### config.mk
export PLATFORM = sky130hd
export DESIGN_NAME = fetch_ctrl
export DESIGN_NICKNAME = d
export VERILOG_FILES = /design/src/rtl/fetch_ctrl.sv
export SDC_FILE = /design/constraint.sdc
export NUM_CORES = 1
export LEC_CHECK = 0
export BUFFER_PORTS_ARGS = -buffer_cell sky130_fd_sc_hd__buf_2
export CORE_MARGIN = 2
export CORE_UTILIZATION = 50
export DETAILED_ROUTE_END_ITERATION = 10
export PLACE_DENSITY_LB_ADDON = 0.2
export SLEW_MARGIN = 20
export SYNTH_ARGS = -nofsm -noshare
export SYNTH_HDL_FRONTEND = slang
export SYNTH_SLANG_ARGS = --single-unit
### constraint.sdc
create_clock -name clk -period 2.4 [get_ports clk]
set_clock_uncertainty 0.05 [all_clocks]
set_input_delay 0.48 -clock clk [delete_from_list [all_inputs] [get_ports clk]]
set_output_delay 0.48 -clock clk [all_outputs]
set_load 0.01 [all_outputs]
### src/rtl/fetch_ctrl.sv
// Instruction fetch sequencer: owns the PC, drives the imem req/ack handshake and
// buffers one word for decode. Optional MISALIGN_TRAP_EN adds a sticky misaligned trap.
module fetch_ctrl #(
  parameter int unsigned        ADDR_W   = 32,
  parameter logic [ADDR_W-1:0] RESET_PC = '0
) (
  input  logic              clk,
  input  logic              nRst,
  input  logic              stall,
  input  logic              b_out,
  input  logic              jump,
  input  logic [ADDR_W-1:0] target,
  output logic              imem_req,
  output logic [ADDR_W-1:0] imem_addr,
  input  logic              imem_ack,
  input  logic [31:0]       imem_rdata,
  output logic [31:0]       instr,
  output logic              instr_valid,
  output logic [ADDR_W-1:0] pc_out,
`ifdef MISALIGN_TRAP_EN
  output logic              misaligned,
`endif
  output logic              flush
);

  typedef enum logic [1:0] {S_BOOT, S_FETCH, S_HOLD, S_DROP} state_t;

  localparam logic [31:0] NOP = 32'h0000_0013;

  state_t            state_q, state_d;
  logic [ADDR_W-1:0] pc_q, pc_d;
  logic [ADDR_W-1:0] addr_q;
  logic [ADDR_W-1:0] tgt;
  logic              tgt_bad;
  logic              halted;
  logic              redirect, accept, ack_ok;
  logic              load_word, clr_valid;

`ifdef MISALIGN_TRAP_EN
  logic misal_q;
  assign tgt      = target;
  assign tgt_bad  = (target[1:0] != 2'b00);
  assign halted   = misal_q;
  assign misaligned = misal_q;
`else
  assign tgt      = target & ~ADDR_W'(3);
  assign tgt_bad  = 1'b0;
  assign halted   = 1'b0;
`endif

  assign redirect = b_out | jump;
  // Once trapped, further redirects are not accepted; the pipeline stays empty.
  assign accept   = redirect && (state_q != S_BOOT) && !halted;
  assign ack_ok   = imem_ack && imem_req;

  always_comb begin
    state_d   = state_q;
    pc_d      = pc_q;
    load_word = 1'b0;
    clr_valid = 1'b0;
    imem_req  = 1'b0;
    case (state_q)
      S_BOOT: state_d = S_FETCH;
      S_FETCH: begin
        imem_req = !halted;
        if (accept) begin
          clr_valid = 1'b1;
          pc_d      = tgt_bad ? pc_q : tgt;
          state_d   = ack_ok ? S_FETCH : S_DROP;
        end else if (ack_ok) begin
          load_word = 1'b1;
          pc_d      = pc_q + ADDR_W'(4);
          state_d   = S_HOLD;
        end
      end
      S_HOLD: begin
        if (accept) begin
          clr_valid = 1'b1;
          pc_d      = tgt_bad ? pc_q : tgt;
          state_d   = S_FETCH;
        end else if (!stall) begin
          clr_valid = 1'b1;
          state_d   = S_FETCH;
        end
      end
      S_DROP: begin
        // Outstanding request must complete even after a trap.
        imem_req = 1'b1;
        if (accept) begin
          clr_valid = 1'b1;
          pc_d      = tgt_bad ? pc_q : tgt;
          state_d   = ack_ok ? S_FETCH : S_DROP;
        end else if (ack_ok) begin
          state_d   = S_FETCH;
        end
      end
      default: state_d = S_BOOT;
    endcase
  end

  assign imem_addr = addr_q;

  always_ff @(posedge clk or negedge nRst) begin
    if (!nRst) begin
      state_q     <= S_BOOT;
      pc_q        <= RESET_PC;
      addr_q      <= RESET_PC;
      instr       <= NOP;
      instr_valid <= 1'b0;
      pc_out      <= RESET_PC;
      flush       <= 1'b0;
    end else begin
      state_q <= state_d;
      pc_q    <= pc_d;
      // Address only moves when entering/staying in FETCH, i.e. req low or ack cycle.
      if (state_d == S_FETCH) addr_q <= pc_d;
      flush <= accept;
      if (load_word) begin
        instr       <= imem_rdata;
        pc_out      <= pc_q;
        instr_valid <= 1'b1;
      end else if (clr_valid) begin
        instr_valid <= 1'b0;
      end
    end
  end

`ifdef MISALIGN_TRAP_EN
  always_ff @(posedge clk or negedge nRst) begin
    if (!nRst)                  misal_q <= 1'b0;
    else if (accept && tgt_bad) misal_q <= 1'b1;
  end
`endif

endmodule
==> impl_results.md <==
* Core box area at approximately 12,000 µm²
* Die ar. at 13,100 µm²
* Final core utilization at 66.0%
* DR WL/cell at 18.6 µm
* Clock latency on the worst-skew pair at between 0.4 and 0.5 ns
* Final cell count without fillers at about 850
* Post-placement cell count at around 820
* Drt drc at 0
* Post-Syn Area at about 6100 µm²
* Sequential share of the synthesized area at between 50 and 60%
* Crit path DAT at roughly 2.6 ns
* Placer Congestion at approximately 0.9
* Worst Setup Start Kind: flop
* Net count, final at approximately 760
* Layout area overhead at 29.9%
* Clock sinks at 132
* Slew Viols, Final at 0
* Cell count after synthesis at approximately 500
* Synth warnings at 0
* Worst Max-Slew Pin Slew at 0.690 ns
* Initial antenna violation count at 0
* Largest net degree at the start of global routing at between 50 and 60
* H-tree depth at 4
* Drt pass-1 iters at 5
* Worst-path clk slew at 0.06 ns
* DP HPWL at around 11,000 µm
* Count of unique library cells instantiated by Yosys at 68
* DR iter-0 viols at 276
* Via count at around 5,000
* # Max-Cap Violations at 0
* Synth Flop Type: dfrtp_1
* Met2 wire length at approximately 7500 µm
* Share of cells above drive strength 1 at between 40% and 50%
* Clock period minus worst slack at ~2.3 ns
* Crit. Startpoint: state_q[0]
* FMAX at ~440 MHz
* Vias per inst at 5.71
* Post-synth EDFFs at 0
* FP Rows at 40
* Outcome: finished clean
* Starting Density at about half
* Crit path capture type: flop
* Origin of the worst min-delay path: imem_rdata[14]
* Total grt overflow at 0
* CTS tree: yes
* Top Layer Used: met4
* RSZ-0062 raised after global routing: false
* Slowest-stage cell, CP: or4_4
* Vias in the first global route at just under 5,000
* WL final at around 16,000 µm
* Max clock buf depth at 2
* Hold Vio Cnt, Final at 0
* RR Startpoint: state_q[0]
* Syn_area_per_cell at ~12 µm²
* Static leakage at about 3.7 nW
* IO Port Bufs at approximately 170
* DIE HEIGHT at 114 µm
* Post-Syn Nets at about 570
* Final setup fails at 0
* Max incr delay on CP at 0.54 ns
* Inserted Diodes at 0
* Normalized max-slew margin at 53.8%
* Req. time, crit path at 2.70 ns
* First-pass GRT wire length at 25,800 µm
* Final worst-path cycle share at between 90% and 100%
* Met3 routed WL at about 1000 µm
* Routed Antenna Nets at 0
* Fraction of registers with async set/reset at between 90% and 100%
* Critical-path maximum fanout at 15
* Overall Global Routing Usage at between 20 and 30%
* FF+latch count, synth at around 130
* Root Buffer Master: clkbuf_16
* Wl on met1 at 6910 µm
* Cell Pwr Density at 932 nW/µm²
* TNS Setup at 0 ns
* Boundary Pins at between 150 and 200
* Hold Path Class: primary input to flop
* Setup CP Type: flop to flop
* Die W at 114 µm
* Crit-path cells: buf_4 > nand2b_4 > or4_4 > o41ai_2 > o211a_1 > mux2_1
* VDD IR max at a little under 0.0006 V
* Num CTS Buffers at 17
-- power by group --
part	switching [W]	internal [W]	leakage, nW
combinational	0.000875	0.000861	1.81
clock	0.000968	0.00158	0.275
sequential	0.000323	0.00276	1.57
total	0.00217	0.00520	3.65
-- sequential cells by signal (all words and copies together), names as in the netlist --
register     count
flush            1
imem_addr       32
instr           32
instr_valid      1
pc_out          32
pc_q            32
state_q          2
-- cells by family (layout without fill, tap and decap cells) --
family	Yosys count	after routing	share of synthesized area [%]
multiplexers	93	93	17.2
flip-flops	132	132	54.4
AND/OR/NAND/NOR	153	153	14.8
XOR/XNOR	8	8	1.15
AO/OA/AOI/OAI	75	75	8.95
buffers and inverters	41	242	3.39
adder cells (fa/ha/maj)	1	1	0.206
-- per-layer routing --
metal / GRT usage, % / vias up
met3: 6.62 / 27
li1: - / 2255
met4: 9.84 / 0
met5: 0 / -
met2: 39.9 / 165
met1: 34.6 / 2408
-- critical path: cells and delay by family, from the launching register on --
| kind | cells | cell delay (ns) |
|---|---|---|
| muxes | 1 | 0.14 |
| DFF | 1 | 0.49 |
| and+or+nand+nor | 2 | 0.67 |
| AOI/OAI and AO/OA | 2 | 0.58 |
| buffers and inverters | 1 | 0.29 |
-- synth_stat cells, drive strengths merged, types with 4 or more instances --
cell type | count | share of area (%)
dfrtp | 129 | 53
mux2 | 90 | 17
nand2 | 28 | 1.7
nor2 | 26 | 1.6
buf | 24 | 2.3
nand3 | 24 | 2.1
nand4 | 17 | 2.1
a21oi | 12 | 0.99
and3 | 11 | 1.1
clkbuf | 11 | 0.68
o21ai | 10 | 0.82
o22ai | 10 | 1.0
nor3 | 9 | 0.74
nor4 | 8 | 1.3
a31oi | 6 | 0.62
and4 | 6 | 0.86
inv | 6 | 0.37
a211oi | 5 | 0.62
xor2 | 5 | 0.72
a22oi | 4 | 0.72
and2 | 4 | 0.41
o211ai | 4 | 0.49
or4 | 4 | 0.56
-- cell type report --
| class | instances | area (µm²) |
|---|---|---|
| Multi-Input combinational cell | 330 | 2580 |
| Clock buffer | 20 | 457 |
| Timing Repair Buffer | 205 | 1220 |
| Sequential cell | 132 | 3310 |
| Fill cell | 966 | 4060 |
| Clock inverter | 11 | 126 |
| Inverter | 6 | 22.5 |
| Tap cell | 147 | 184 |
-- path summary, 6_finish.rpt --
path	end	slack, ns	depth (start not counted)
worst min register to register	imem_addr[24]	0.43	2
max in group asynchronous	pc_q[25]	1.14	3
worst max register to register	imem_addr[20]	0.12	6
worst max-delay path	imem_addr[20]	0.12	6
worst min-delay path	instr[14]	0.24	2
min in group asynchronous	pc_q[21]	0.53	2
-- stage by stage --
| step | area (µm²) | setup WS (ns) | hold WS (ns) | power (W) |
|---|---|---|---|---|
| after floorplan | 6080 | 0.272 | 0.134 | 0.00402 |
| after global placement | 7310 | 0.122 | 0.402 | 0.00479 |
| after detailed placement | 7310 | 0.0698 | 0.410 | 0.00486 |
| after CTS | 7900 | 0.136 | 0.229 | 0.00743 |
| after global routing | 7900 | 0.0278 | 0.229 | 0.00773 |
| final | 7900 | 0.120 | 0.241 | 0.00737 |
-- timing repair --
item	in CTS	in global routing
setup buffers	0	0
hold buffers	1	0
gates resized for setup	0	0
hold endpoints to repair	48	0
-- layout by cell type (no fill, tap or decap), drive strengths merged, types with 8 or more instances in the layout --
cell	instances
inv	8
nand4	17
o21ai	10
buf	204
nor4	8
nand2	28
o22ai	10
nor3	9
clkbuf	20
a21oi	12
nand3	24
mux2	90
dfrtp	129
and3	11
nor2	26
Note: power is estimated with default switching activity, not from simulation.
